File: src/rtl/servile_rr_arbiter.sv
// N-master round-robin Wishbone arbiter: one IDLE arbitration cycle per grant, then the grant is held until ack or abandon.
// Optional hung-transaction watchdog: SERVILE_ARB_TIMEOUT_EN.
module servile_rr_arbiter #(
   parameter int masters = 2,
   parameter int timeout = 255,
   parameter int gw      = $clog2(masters)
) (
   input  logic                  i_clk,
   input  logic                  i_rst,
   input  logic [masters*32-1:0] i_wb_m_adr,
   input  logic [masters*32-1:0] i_wb_m_dat,
   input  logic [masters*4-1:0]  i_wb_m_sel,
   input  logic [masters-1:0]    i_wb_m_we,
   input  logic [masters-1:0]    i_wb_m_stb,
   output logic [31:0]           o_wb_m_rdt,
   output logic [masters-1:0]    o_wb_m_ack,
   output logic [31:0]           o_wb_s_adr,
   output logic [31:0]           o_wb_s_dat,
   output logic [3:0]            o_wb_s_sel,
   output logic                  o_wb_s_we,
   output logic                  o_wb_s_stb,
   input  logic [31:0]           i_wb_s_rdt,
   input  logic                  i_wb_s_ack,
   output logic [gw-1:0]         o_grant,
   output logic                  o_busy,
   output logic                  o_timeout
);

   localparam logic [0:0] IDLE = 1'b0;
   localparam logic [0:0] BUSY = 1'b1;

   logic [0:0]            state_q, state_d;
   logic [gw-1:0]         last_q, last_d;
   logic                  in_busy;
   logic                  sel_stb;
   logic                  to_hit;
   logic                  found;
   int                    idx;
   logic [masters*32-1:0] adr_sh, dat_sh;
   logic [masters*4-1:0]  sel_sh;
   logic [masters-1:0]    we_sh, stb_sh, stb_rot;

   assign in_busy   = (state_q == BUSY);
   assign o_busy    = in_busy;
   assign o_grant   = last_q;

   // Shift the granted slice down to bit 0 rather than indexing with a variable part-select.
   assign adr_sh  = i_wb_m_adr >> (32 * int'(last_q));
   assign dat_sh  = i_wb_m_dat >> (32 * int'(last_q));
   assign sel_sh  = i_wb_m_sel >> (4 * int'(last_q));
   assign we_sh   = i_wb_m_we  >> last_q;
   assign stb_sh  = i_wb_m_stb >> last_q;
   assign sel_stb = stb_sh[0];

`ifdef SERVILE_ARB_TIMEOUT_EN
   localparam int cw_raw = $clog2(timeout + 1);
   localparam int cw     = (cw_raw < 8) ? 8 : ((cw_raw > 32) ? 32 : cw_raw);

   logic [cw-1:0] cnt_q, cnt_d;
   logic          to_q, to_d;

   // cnt_q counts earlier ack-less BUSY cycles, so cnt_q+1 is this cycle's count.
   assign to_hit    = in_busy && sel_stb && !i_wb_s_ack && (cnt_q == cw'(timeout - 1));
   assign o_timeout = to_q;

   always_comb begin
      cnt_d = cnt_q;
      to_d  = to_q | to_hit;
      if (!in_busy)
         cnt_d = '0;
      else if (!i_wb_s_ack)
         cnt_d = cnt_q + 1'b1;
   end

   always_ff @(posedge i_clk) begin
      if (i_rst) begin
         cnt_q <= '0;
         to_q  <= 1'b0;
      end else begin
         cnt_q <= cnt_d;
         to_q  <= to_d;
      end
   end
`else
   assign to_hit    = 1'b0;
   assign o_timeout = 1'b0;
`endif

   always_comb begin
      o_wb_s_adr = '0;
      o_wb_s_dat = '0;
      o_wb_s_sel = '0;
      o_wb_s_we  = 1'b0;
      o_wb_s_stb = 1'b0;
      o_wb_m_rdt = '0;
      o_wb_m_ack = '0;
      if (in_busy) begin
         o_wb_s_adr = adr_sh[31:0];
         o_wb_s_dat = dat_sh[31:0];
         o_wb_s_sel = sel_sh[3:0];
         o_wb_s_we  = we_sh[0];
         o_wb_s_stb = sel_stb & ~to_hit;
         if (i_wb_s_ack)
            o_wb_m_rdt = i_wb_s_rdt;
         if (i_wb_s_ack || to_hit)
            o_wb_m_ack = {{(masters-1){1'b0}}, 1'b1} << last_q;
      end
   end

   always_comb begin
      state_d = state_q;
      last_d  = last_q;
      found   = 1'b0;
      idx     = 0;
      stb_rot = '0;
      if (state_q == IDLE) begin
         for (int i = 1; i <= masters; i++) begin
            idx = int'(last_q) + i;
            if (idx >= masters)
               idx = idx - masters;
            stb_rot = i_wb_m_stb >> idx;
            if (!found && stb_rot[0]) begin
               found  = 1'b1;
               last_d = gw'(idx);
            end
         end
         if (found)
            state_d = BUSY;
      end else if (i_wb_s_ack || !sel_stb || to_hit) begin
         state_d = IDLE;
      end
   end

   always_ff @(posedge i_clk) begin
      if (i_rst) begin
         state_q <= IDLE;
         last_q  <= gw'(masters - 1);
      end else begin
         state_q <= state_d;
         last_q  <= last_d;
      end
   end

endmodule
File: config.mk
export PLATFORM = sky130hd
export DESIGN_NAME = servile_rr_arbiter
export DESIGN_NICKNAME = d
export VERILOG_FILES = /design/src/rtl/servile_rr_arbiter.sv
export SDC_FILE = /design/constraint.sdc
export NUM_CORES = 1
export LEC_CHECK = 0
export BUFFER_PORTS_ARGS = -buffer_cell sky130_fd_sc_hd__buf_4
export CORE_AREA = 3 3 108 110
export CTS_CLUSTER_DIAMETER = 80
export DETAILED_ROUTE_END_ITERATION = 6
export DIE_AREA = 0 0 111 113
export GPL_TIMING_DRIVEN = 0
export PLACE_DENSITY = 0.51
export SLEW_MARGIN = 15
export SYNTH_ARGS = -nofsm -noshare
export SYNTH_HDL_FRONTEND = slang
export SYNTH_SLANG_ARGS = --single-unit
File: constraint.sdc
create_clock -name i_clk -period 1.2 [get_ports i_clk]
set_input_delay 0 -clock i_clk [delete_from_list [all_inputs] [get_ports i_clk]]
set_output_delay 0 -clock i_clk [all_outputs]
set_load 0.005 [all_outputs]
### Yosys cells after proc, flatten, opt, wreduce, memory -nomap -nowiden

Cells that the tools add are included.

* add/subtract/negate cells: 4
* order comparisons: 2
* shifts and indexed selects: 8
* mux-type cells: 22
* bitwise logic cells: 1
* reductions and logical operators: 6

Operator list (number)
* 2-to-1 mux 32 bit: 8
* right shift 64 x 6 -> 32 bit: 2
* right shift 2 x 32 -> 1 bit: 2
* 2-to-1 mux 1 bit: 11
* right shift 8 x 3 -> 4 bit: 1
* 2-to-1 mux 2 bit: 2
* 2-to-1 mux 4 bit: 1
* right shift 2 x 1 -> 1 bit: 2
* subtractor 3 x 2 -> 4 bit, second input constant: 1
* adder 1 x 2 -> 3 bit, second input constant: 1
* >= comparator 3 x 2 -> 1 bit, second input constant: 1
* subtractor 2 x 2 -> 3 bit, second input constant: 1
* adder 1 x 1 -> 2 bit, second input constant: 1
* >= comparator 2 bit, second input constant: 1
* logical NOT 1 bit: 2
* AND reduction 2 bit: 1
* nonzero test 2 bit: 1
* left shift 1 x 1 -> 2 bit, first input constant: 1
* logical AND 1 bit: 1
* logical OR 1 bit: 1
* inverter 1 bit: 1

* register bits after elaboration: 2
* input bits: 175
* logic and storage cells: 45

### Longest topological paths before layout

Gate-level depths: netlist (run 1).

* depth in word-level cells: 13
* depth in mapped cells: 4

### Worst setup path after synthesis (run 1)

OpenSTA, ideal clock, no wires.

* kind: register to register
* start point: register last_q, in the netlist o_grant
* end point: register last_q, in the netlist o_grant
* arrival: 1.012 ns
* required time: 1.078 ns
* setup slack: 0.067 ns
* stages on the path, launching flop included: 5
* path buffers: 2
* cells stage by stage: dfxtp_1 buf_4 buf_6 nor2_1 a221o_1

* longest elaborated chain between the ends: 11
* elaborated cells between the ends (all ways): 20
* those cells by class: add/sub (4); order compare (2); shift (2); mux (8); reduce/logical (4)

Ends and longest elaborated chain
* start, declared: line 33 `logic [gw-1:0] last_q, last_d;`
* start signal, assigned: line 137 `last_q <= gw'(masters - 1);`
* start signal, assigned: line 140 `last_q <= last_d;`
* adder 1 x 1 -> 2 bit: line 118 `idx = int'(last_q) + i;`
* subtractor 2 x 2 -> 3 bit / >= comparator 2 bit (equally long branches): line 120, 119
* 2-to-1 mux 32 bit: line 119 `if (idx >= masters)`
* 2-to-1 mux 32 bit: line 116 `if (state_q == IDLE) begin`
* right shift 2 x 32 -> 1 bit: line 121 `stb_rot = i_wb_m_stb >> idx;`
* 2-to-1 mux 1 bit: line 122 `if (!found && stb_rot[0]) begin`
* 2-to-1 mux 1 bit: line 116
* logical NOT 1 bit: line 122
* logical AND 1 bit: line 122
* nonzero test 2 bit (no line)
* AND reduction 2 bit (no line)

Several ways; a longest one is shown, not always the timed one. The select of a mux whose other input is x is not followed.
A chain may end at the register's enable or synchronous reset.

### Worst setup path in the final report (run 1)

* start point: register last_q, in the netlist o_grant
* end point: output port o_wb_s_dat[2]

* longest elaborated chain between the ends: 2

Ends and longest elaborated chain
* right shift 64 x 6 -> 32 bit: line 49 `assign dat_sh = i_wb_m_dat >> (32 * int'(last_q));`
* 2-to-1 mux 32 bit: line 97 `if (in_busy) begin`
* end, declared: line 18 `output logic [31:0] o_wb_s_dat,`

Every way passes these cells.

==> results_tabular.tex, run 1 <==
\begin{tabular}{lr}
\hline
Metric & Value \\
\hline
\multicolumn{2}{l}{\textbf{Clock network}} \\
\quad Number of buffers on the longest clock path & 2 \\
\quad Clock tree from TritonCTS & yes \\
\quad Clock Latency Late Sink & 0.21 ns \\
\quad Cts bufs inserted & 3 \\
\quad CTS sink cnt & 2 \\
\quad Clock-pin transition on the worst setup and hold timing paths & 0.03 ns \\
\quad Number of levels the H-tree was split into & 1 \\
\quad Hold-fix buffer count after cts & 0 \\
\quad Root buf cell & sky130\_fd\_sc\_hd\_\_clkbuf\_8 \\
\multicolumn{2}{l}{\textbf{STA}} \\
\quad Min cycle time layout & around 1.3 ns \\
\quad Maximum clock skew at final layout & roughly 0.0051 ns \\
\quad Unrepaired setup endpoints after global routing & yes \\
\quad Setup TNS & -3.711 ns \\
\quad Final Hold Vio Count & 0 \\
\quad Setup violators final & between 60 and 70 \\
\quad Post-route worst hold slack & 0.007194 ns \\
\quad Setup ws final & -0.1271 ns \\
\quad Post-route clock period utilization & 110.6\% \\
\quad Pins over their slew limit & 0 \\
\quad Achievable Freq & 753.5 MHz \\
\multicolumn{2}{l}{\textbf{Synthesis}} \\
\quad Sequential fraction of the synthesis area & 2.532\% \\
\quad Synthesized Nets & between 300 and 400 \\
\quad Main combinational cell family by area after synthesis & multiplexers \\
\quad Portion of netlist area occupied by mux cells & approximately 44\% \\
\quad Adder-cell share of the synthesized area & 0\% \\
\quad Synth Area in Simple Gates & 42.48\% \\
\quad Number of synthesis warnings & 0 \\
\quad Mapped Area & 0.001582 mm\^{}2 \\
\quad Flip-flop and latch count after synthesis & 2 \\
\quad Top post-synthesis cells by area & sky130\_fd\_sc\_hd\_\_mux2i\_1, sky130\_fd\_sc\_hd\_\_nor2b\_1, sky130\_fd\_sc\_hd\_\_and3\_1, sky130\_fd\_sc\_hd\_\_buf\_6, sky130\_fd\_sc\_hd\_\_dfxtp\_1 \\
\quad Synthesized area per cell & 7.640 um\^{}2 \\
\quad Synthesized instance count & a little over 200 \\
\quad Xor and xnor fraction of the mapped netlist area & 0\% \\
\quad Fraction of synthesis flops using an asynchronous set or reset pin & 0\% \\
\quad Fraction of the mapped netlist area in compound gates & 1.187\% \\
\quad Number of synthesized flops with an enable pin & 0 \\
\quad Number of distinct library cells after synthesis & 15 \\
\quad Share of the synthesized area in the top cell type & between 40\% and 50\% \\
\quad Primary FF master, synth & sky130\_fd\_sc\_hd\_\_dfxtp\_1 \\
\quad Cell type with the largest total area after synthesis & sky130\_fd\_sc\_hd\_\_mux2i\_1 \\
\multicolumn{2}{l}{\textbf{Die}} \\
\quad Core Box Area & 0.01079 mm\^{}2 \\
\quad Width of the die & approximately 110 um \\
\quad DIE HEIGHT & 113 um \\
\quad Starting density of the core & between 10\% and 20\% \\
\quad Area of the die & 0.01254 mm\^{}2 \\
\quad Number of core rows & 38 \\
\quad I/O pin total & 282 \\
\multicolumn{2}{l}{\textbf{Place}} \\
\quad Dpl ws & -0.3155 ns \\
\quad DPL Wire Length & 8.085 mm \\
\quad Input/output buffers & 280 \\
\quad Number of instances in the placed design & between 600 and 700 \\
\quad Global placer's final weighted congestion & a little under 0.9 \\
\multicolumn{2}{l}{\textbf{Layout}} \\
\quad Layout cell share with drive strength beyond 1 & 64.39\% \\
\quad Most common cell after layout, fill and taps aside & sky130\_fd\_sc\_hd\_\_buf\_4 \\
\quad Final standard cell count with taps included and fillers excluded & 637 \\
\quad Synth-to-Final Area Change & 163.1\% \\
\quad Layout net count & between 600 and 700 \\
\quad Diodes inserted & 0 \\
\quad Highest-count cells in the layout ignoring fill and taps & sky130\_fd\_sc\_hd\_\_buf\_4, sky130\_fd\_sc\_hd\_\_nor2b\_1, sky130\_fd\_sc\_hd\_\_mux2i\_1 \\
\multicolumn{2}{l}{\textbf{Critical path}} \\
\quad CP Capture Type & primary output \\
\quad Kind of critical path & reg2out \\
\quad Top fanout value on the critical path & 10 \\
\quad Data arrival time at the worst-slack endpoint & 1.33 ns \\
\quad Cell occurring most often along the worst timing path & sky130\_fd\_sc\_hd\_\_buf\_12 \\
\quad Data required time of the critical path & 1.20 ns \\
\quad Sort of element at the start of the critical path & register \\
\quad Critical path's slowest cell & sky130\_fd\_sc\_hd\_\_dfxtp\_4 \\
\quad Slowest cell delay on critical path & 0.37 ns \\
\quad Chain of cells forming the critical path & buf\_12, buf\_12, mux2i\_4, nor2b\_1, buf\_4 \\
\multicolumn{2}{l}{\textbf{Power}} \\
\quad Total design power & approximately 2.2 mW \\
\quad Power per unit of standard cell area & 527.0 mW/mm\^{}2 \\
\quad Pleak & 2.556 nW \\
\quad Worst voltage drop across the vdd grid & 0.0003541 V \\
\multicolumn{2}{l}{\textbf{Status}} \\
\quad Result of the run & complete, but fails checks \\
\quad Violated checks & negative setup slack \\
\multicolumn{2}{l}{\textbf{Drt}} \\
\quad Routed length per instance & 14.96 um \\
\quad Routed via count & 2,602 \\
\quad Vias per inst & 4.085 \\
\quad Detailed-router iteration count before antenna repair & 4 \\
\quad ANT nets after route & 0 \\
\quad Drt drc & 0 \\
\quad Detailed Route Iter0 Violations & 62 \\
\quad Sum of routed wire length over all layers & 9.532 mm \\
\multicolumn{2}{l}{\textbf{Global routing}} \\
\quad Antenna violations before repair & 0 \\
\quad GRT Total Usage & approximately an eighth \\
\quad First-pass GRT wire length & around 14 mm \\
\quad Largest net degree at the start of global routing & 11 \\
\quad Remaining Overflow, GRT & 0 \\
\quad Vias in the first global route & 2,664 \\
\multicolumn{2}{l}{\textbf{Flow run}} \\
\quad Max Cap Violations & 0 \\
\multicolumn{2}{l}{\textbf{Hold path}} \\
\quad Worst min path class & in2reg \\
\hline
\end{tabular}
[layout make-up]
type / count / area (um^2)
tap: 140 / 175.2
sequential: 2 / 47.55
timing repair buffer: 287 / 2215
fill: 1152 / 6633
multi-input combinational: 182 / 1436
buffer: 23 / 245.2
clock buffer: 3 / 41.29
[routing by layer]
layer  global-route usage [%]  wire length (um)  up-vias
li1                         -                 -     1294
met1                    13.21              3284     1133
met2                    27.67              5297      169
met3                    3.369               867        6
met4                    1.642                83        0
met5                        0                 0        -
[stage by stage]
| stage | cell area, um^2 | util (%) |
|---|---|---|
| 2_1_floorplan | 1582 | - |
| 3_3_place_gp | 3859 | 35.75 |
| 3_5_place_dp | 3859 | 35.75 |
| 4_1_cts | 3980 | 36.88 |
| 5_1_grt | 4160 | 38.55 |
| 6_report | 4160 | 38.55 |
[synthesized netlist by cell type (2+ instances only)]
master	count
sky130_fd_sc_hd__and3_1	33
sky130_fd_sc_hd__buf_2	6
sky130_fd_sc_hd__buf_4	2
sky130_fd_sc_hd__buf_6	6
sky130_fd_sc_hd__clkbuf_1	9
sky130_fd_sc_hd__dfxtp_1	2
sky130_fd_sc_hd__mux2i_1	70
sky130_fd_sc_hd__nor2_1	3
sky130_fd_sc_hd__nor2b_1	70
[registers in the layout, summed over array words and instances, names as in the netlist]
| register | flops |
|---|---|
| o_busy | 1 |
| o_grant | 1 |
[path summary, 6_finish.rpt]
check | start | endpoint | slack [ns] | cells after the start
setup / recovery | o_grant | o_wb_s_dat[2] | -0.13 | 5
hold / removal | i_rst | o_busy | 0.007 | 2
setup reg to reg | o_grant | o_grant | 0.04 | 4
hold reg to reg | o_busy | o_busy | 0.69 | 2
[critical path, delay by kind of cell (launching register included)]
| kind | cells | cell delay [ns] |
|---|---|---|
| DFF | 1 | 0.37 |
| muxes | 1 | 0.24 |
| buffers and inverters | 3 | 0.43 |
| and+or+nand+nor | 1 | 0.07 |
[what timing repair did]
action	CTS	global route
gates resized for setup	22	30
gates cloned	0	3
setup buffers	2	2
setup endpoints to repair	105	76
pin swaps	0	0
[power by group]
part | total, mW | internal, mW | switching [mW] | leakage (nW)
clock | 0.264 | 0.212 | 0.0521 | 0.0216
combinational | 1.83 | 1.19 | 0.642 | 2.52
sequential | 0.0947 | 0.0757 | 0.0190 | 0.0173
[kinds of logic after synthesis]
logic type,Yosys count
buffers and inverters,23
multiplexers,70
AND/OR/NAND/NOR,109
other,1
AO/OA/AOI/OAI,2
flip-flops,2
Power figures use the tool's default switching activity.
==> run 2, diff against run 1 <==
CORE_AREA = 3 3 107 109   (was 3 3 108 110)
DIE_AREA = 0 0 110 112   (was 0 0 111 113)
PLACE_DENSITY = 0.52   (was 0.51)
==> run 2 against run 1 <==
Against the previous run:
- the flow still finishes with violations (negative setup slack)
- sequential share of layout area barely moved
- global-route usage fell by 0.63 points
- utilization rose by 0.60 points
- clock power barely moved
- via count fell by 1.8%
- highest routed layer unchanged
==> results_tabular.tex, run 2 (same netlist as run 1, synthesis figures left out) <==
\begin{tabular}{lr}
\hline
Metric & Value \\
\hline
\multicolumn{2}{l}{\textbf{Place}} \\
\quad DPL Wire Length & 7.619 mm \\
\quad Input/output buffers & 280 \\
\quad Global placer's final weighted congestion & 0.7713 \\
\quad Number of instances in the placed design & around 630 \\
\multicolumn{2}{l}{\textbf{Drt}} \\
\quad Vias per inst & 4.009 \\
\quad Drt drc & 0 \\
\quad Routed met2 length & $\sim$5.1 mm \\
\quad Met3 routed WL & 851 um \\
\quad Sum of routed wire length over all layers & 9.166 mm \\
\quad Routed length per instance & 14.39 um \\
\quad Top layer in use & met4 \\
\quad Routed via count & 2,554 \\
\quad Met1 wire length & between 3 and 4 mm \\
\quad ANT nets after route & 0 \\
\quad Detailed Route Iter0 Violations & 80 \\
\quad Detailed-router iteration count before antenna repair & 4 \\
\multicolumn{2}{l}{\textbf{Die}} \\
\quad Number of core rows & 38 \\
\quad Starting density of the core & $\sim$15\% \\
\quad Area of the die & 0.01232 mm\^{}2 \\
\quad DIE HEIGHT & 112 um \\
\quad Core Box Area & between 0.01 and 0.015 mm\^{}2 \\
\quad I/O pin total & between 200 and 300 \\
\quad Width of the die & between 100 and 150 um \\
\multicolumn{2}{l}{\textbf{STA}} \\
\quad Setup violators final & 70 \\
\quad Unrepaired setup endpoints after global routing & yes \\
\quad Pins over their slew limit & 0 \\
\quad Setup TNS & -3.701 ns \\
\quad Post-route clock period utilization & 108.8\% \\
\quad Min cycle time layout & 1.305 ns \\
\quad Setup ws final & -0.1051 ns \\
\quad Maximum clock skew at final layout & 0.0007474 ns \\
\quad Final Hold Vio Count & 0 \\
\quad Achievable Freq & 766.2 MHz \\
\multicolumn{2}{l}{\textbf{Power}} \\
\quad Total design power & about 2.2 mW \\
\quad Power per unit of standard cell area & around 530 mW/mm\^{}2 \\
\quad Worst voltage drop across the vdd grid & between 0.0002 and 0.00025 V \\
\quad Pleak & 2.554 nW \\
\multicolumn{2}{l}{\textbf{Critical path}} \\
\quad Worst path buffer plus inverter count & 3 \\
\quad Critical path's slowest cell & sky130\_fd\_sc\_hd\_\_dfxtp\_4 \\
\quad Top fanout value on the critical path & 5 \\
\quad Data required time of the critical path & 1.20 ns \\
\quad Sort of element at the start of the critical path & register \\
\quad Number of cells on the worst reg-to-reg path & 5 \\
\quad CP Capture Type & primary output \\
\quad FF-to-FF setup slack & -0.02 ns \\
\quad Slowest cell delay on critical path & around 0.37 ns \\
\quad Data arrival time at the worst-slack endpoint & 1.31 ns \\
\quad Reg2reg start & o\_grant \\
\quad CP top delay family & buffers and inverters \\
\quad Kind of critical path & reg2out \\
\quad Chain of cells forming the critical path & clkbuf\_16, buf\_12, mux2i\_2, nor2b\_1, buf\_4 \\
\quad Endpoint of the most critical register-to-register path & o\_grant \\
\multicolumn{2}{l}{\textbf{Layout}} \\
\quad Highest-count cells in the layout ignoring fill and taps & sky130\_fd\_sc\_hd\_\_buf\_4, sky130\_fd\_sc\_hd\_\_nor2b\_1, sky130\_fd\_sc\_hd\_\_mux2i\_1 \\
\quad Final standard cell count with taps included and fillers excluded & approximately 640 \\
\quad Count of fill cells added during filler insertion & 1,120 \\
\quad Most common cell after layout, fill and taps aside & sky130\_fd\_sc\_hd\_\_buf\_4 \\
\quad Layout net count & 674 \\
\quad Synth-to-Final Area Change & 164.8\% \\
\quad Layout cell share with drive strength beyond 1 & between 60\% and 70\% \\
\quad Diodes inserted & 0 \\
\multicolumn{2}{l}{\textbf{Hold path}} \\
\quad Hold Path Depth & 2 \\
\quad Worst min path class & in2reg \\
\quad Startpoint of the lowest-slack hold path & i\_rst \\
\quad Hold Path Sink & o\_busy \\
\multicolumn{2}{l}{\textbf{Clock network}} \\
\quad Clock Latency Late Sink & 0.21 ns \\
\quad Clock-pin transition on the worst setup and hold timing paths & 0.03 ns \\
\quad Cts bufs inserted & 3 \\
\quad Number of buffers on the longest clock path & 2 \\
\quad Root buf cell & sky130\_fd\_sc\_hd\_\_clkbuf\_8 \\
\quad CTS sink cnt & 2 \\
\quad Number of levels the H-tree was split into & 1 \\
\quad Hold-fix buffer count after cts & 0 \\
\quad Clock tree from TritonCTS & yes \\
\multicolumn{2}{l}{\textbf{Flow run}} \\
\quad Max Cap Violations & 0 \\
\multicolumn{2}{l}{\textbf{Global routing}} \\
\quad GRT Total Usage & 12.56\% \\
\quad Vias in the first global route & 2,502 \\
\quad First-pass GRT wire length & 12.36 mm \\
\quad Largest net degree at the start of global routing & 11 \\
\quad Antenna violations before repair & 0 \\
\quad Remaining Overflow, GRT & 0 \\
\multicolumn{2}{l}{\textbf{Status}} \\
\quad Result of the run & complete, but fails checks \\
\quad Violated checks & negative setup slack \\
\hline
\end{tabular}
run 2: cell count changes in the layout (fill, tap and decap cells not counted), moves of 2 or more:
cell | previous run | this run
sky130_fd_sc_hd__clkbuf_2 | 4 | 2
sky130_fd_sc_hd__mux2i_2 | 3 | 6
sky130_fd_sc_hd__nor2b_1 | 68 | 70
sky130_fd_sc_hd__nor2b_2 | 2 | 0
sky130_fd_sc_hd__mux2i_1 | 65 | 63
run 2: cell type report:
cell class	count	area (um^2)	area share, %
timing repair buffer	287	2231	53.27
multi-input combinational	182	1435	34.27
buffer	23	257.7	6.155
tap	140	175.2	4.183
sequential	2	47.55	1.135
clock buffer	3	41.29	0.9860
run 2: layer usage:
layer  up-vias  global-route usage [%]
li1       1291                       -
met4         0                   3.574
met3        12                   1.623
met1      1106                   13.24
met2       145                   25.00
met5         -                       0
run 2: power by group:
part | total (mW) | leakage, nW | switching, mW | internal (mW)
clock | 0.267 | 0.0216 | 0.0550 | 0.212
combinational | 1.84 | 2.51 | 0.631 | 1.21
sequential | 0.0943 | 0.0173 | 0.0186 | 0.0757
run 2: repair_timing:
item                       in CTS  in global routing
hold endpoints to repair        0                  0
setup buffers                   1                  3
setup endpoints to repair     105                 90
resized for setup              22                 39
gates cloned                    0                  3
run 2: how the worst max path moves through the flow:
stage / slack (ns) / from / cells after the start / to
finish: -0.11 / o_grant / 5 / o_wb_s_dat[21]
global route: -0.15 / o_grant / 5 / o_wb_s_adr[18]
CTS: -0.11 / o_grant / 5 / o_wb_s_dat[21]
detailed placement: -0.17 / o_busy / 4 / o_wb_s_dat[18]
global placement: -0.15 / o_busy / 4 / o_wb_s_dat[23]
floorplan: 0.07 / o_grant / 4 / o_grant
run 2: stage by stage:
| step | setup WS (ns) | util (%) | hold WS (ns) | area, um^2 |
|---|---|---|---|---|
| after floorplan | 0.06652 | - | 0.1048 | 1582 |
| after global placement | -0.1463 | 36.07 | 0.2139 | 3859 |
| after detailed placement | -0.1724 | 36.07 | 0.2312 | 3859 |
| after CTS | -0.1144 | 37.12 | 0.0001175 | 3971 |
| after global routing | -0.1540 | 39.15 | 0.001008 | 4188 |
| final | -0.1051 | 39.15 | 0.006584 | 4188 |
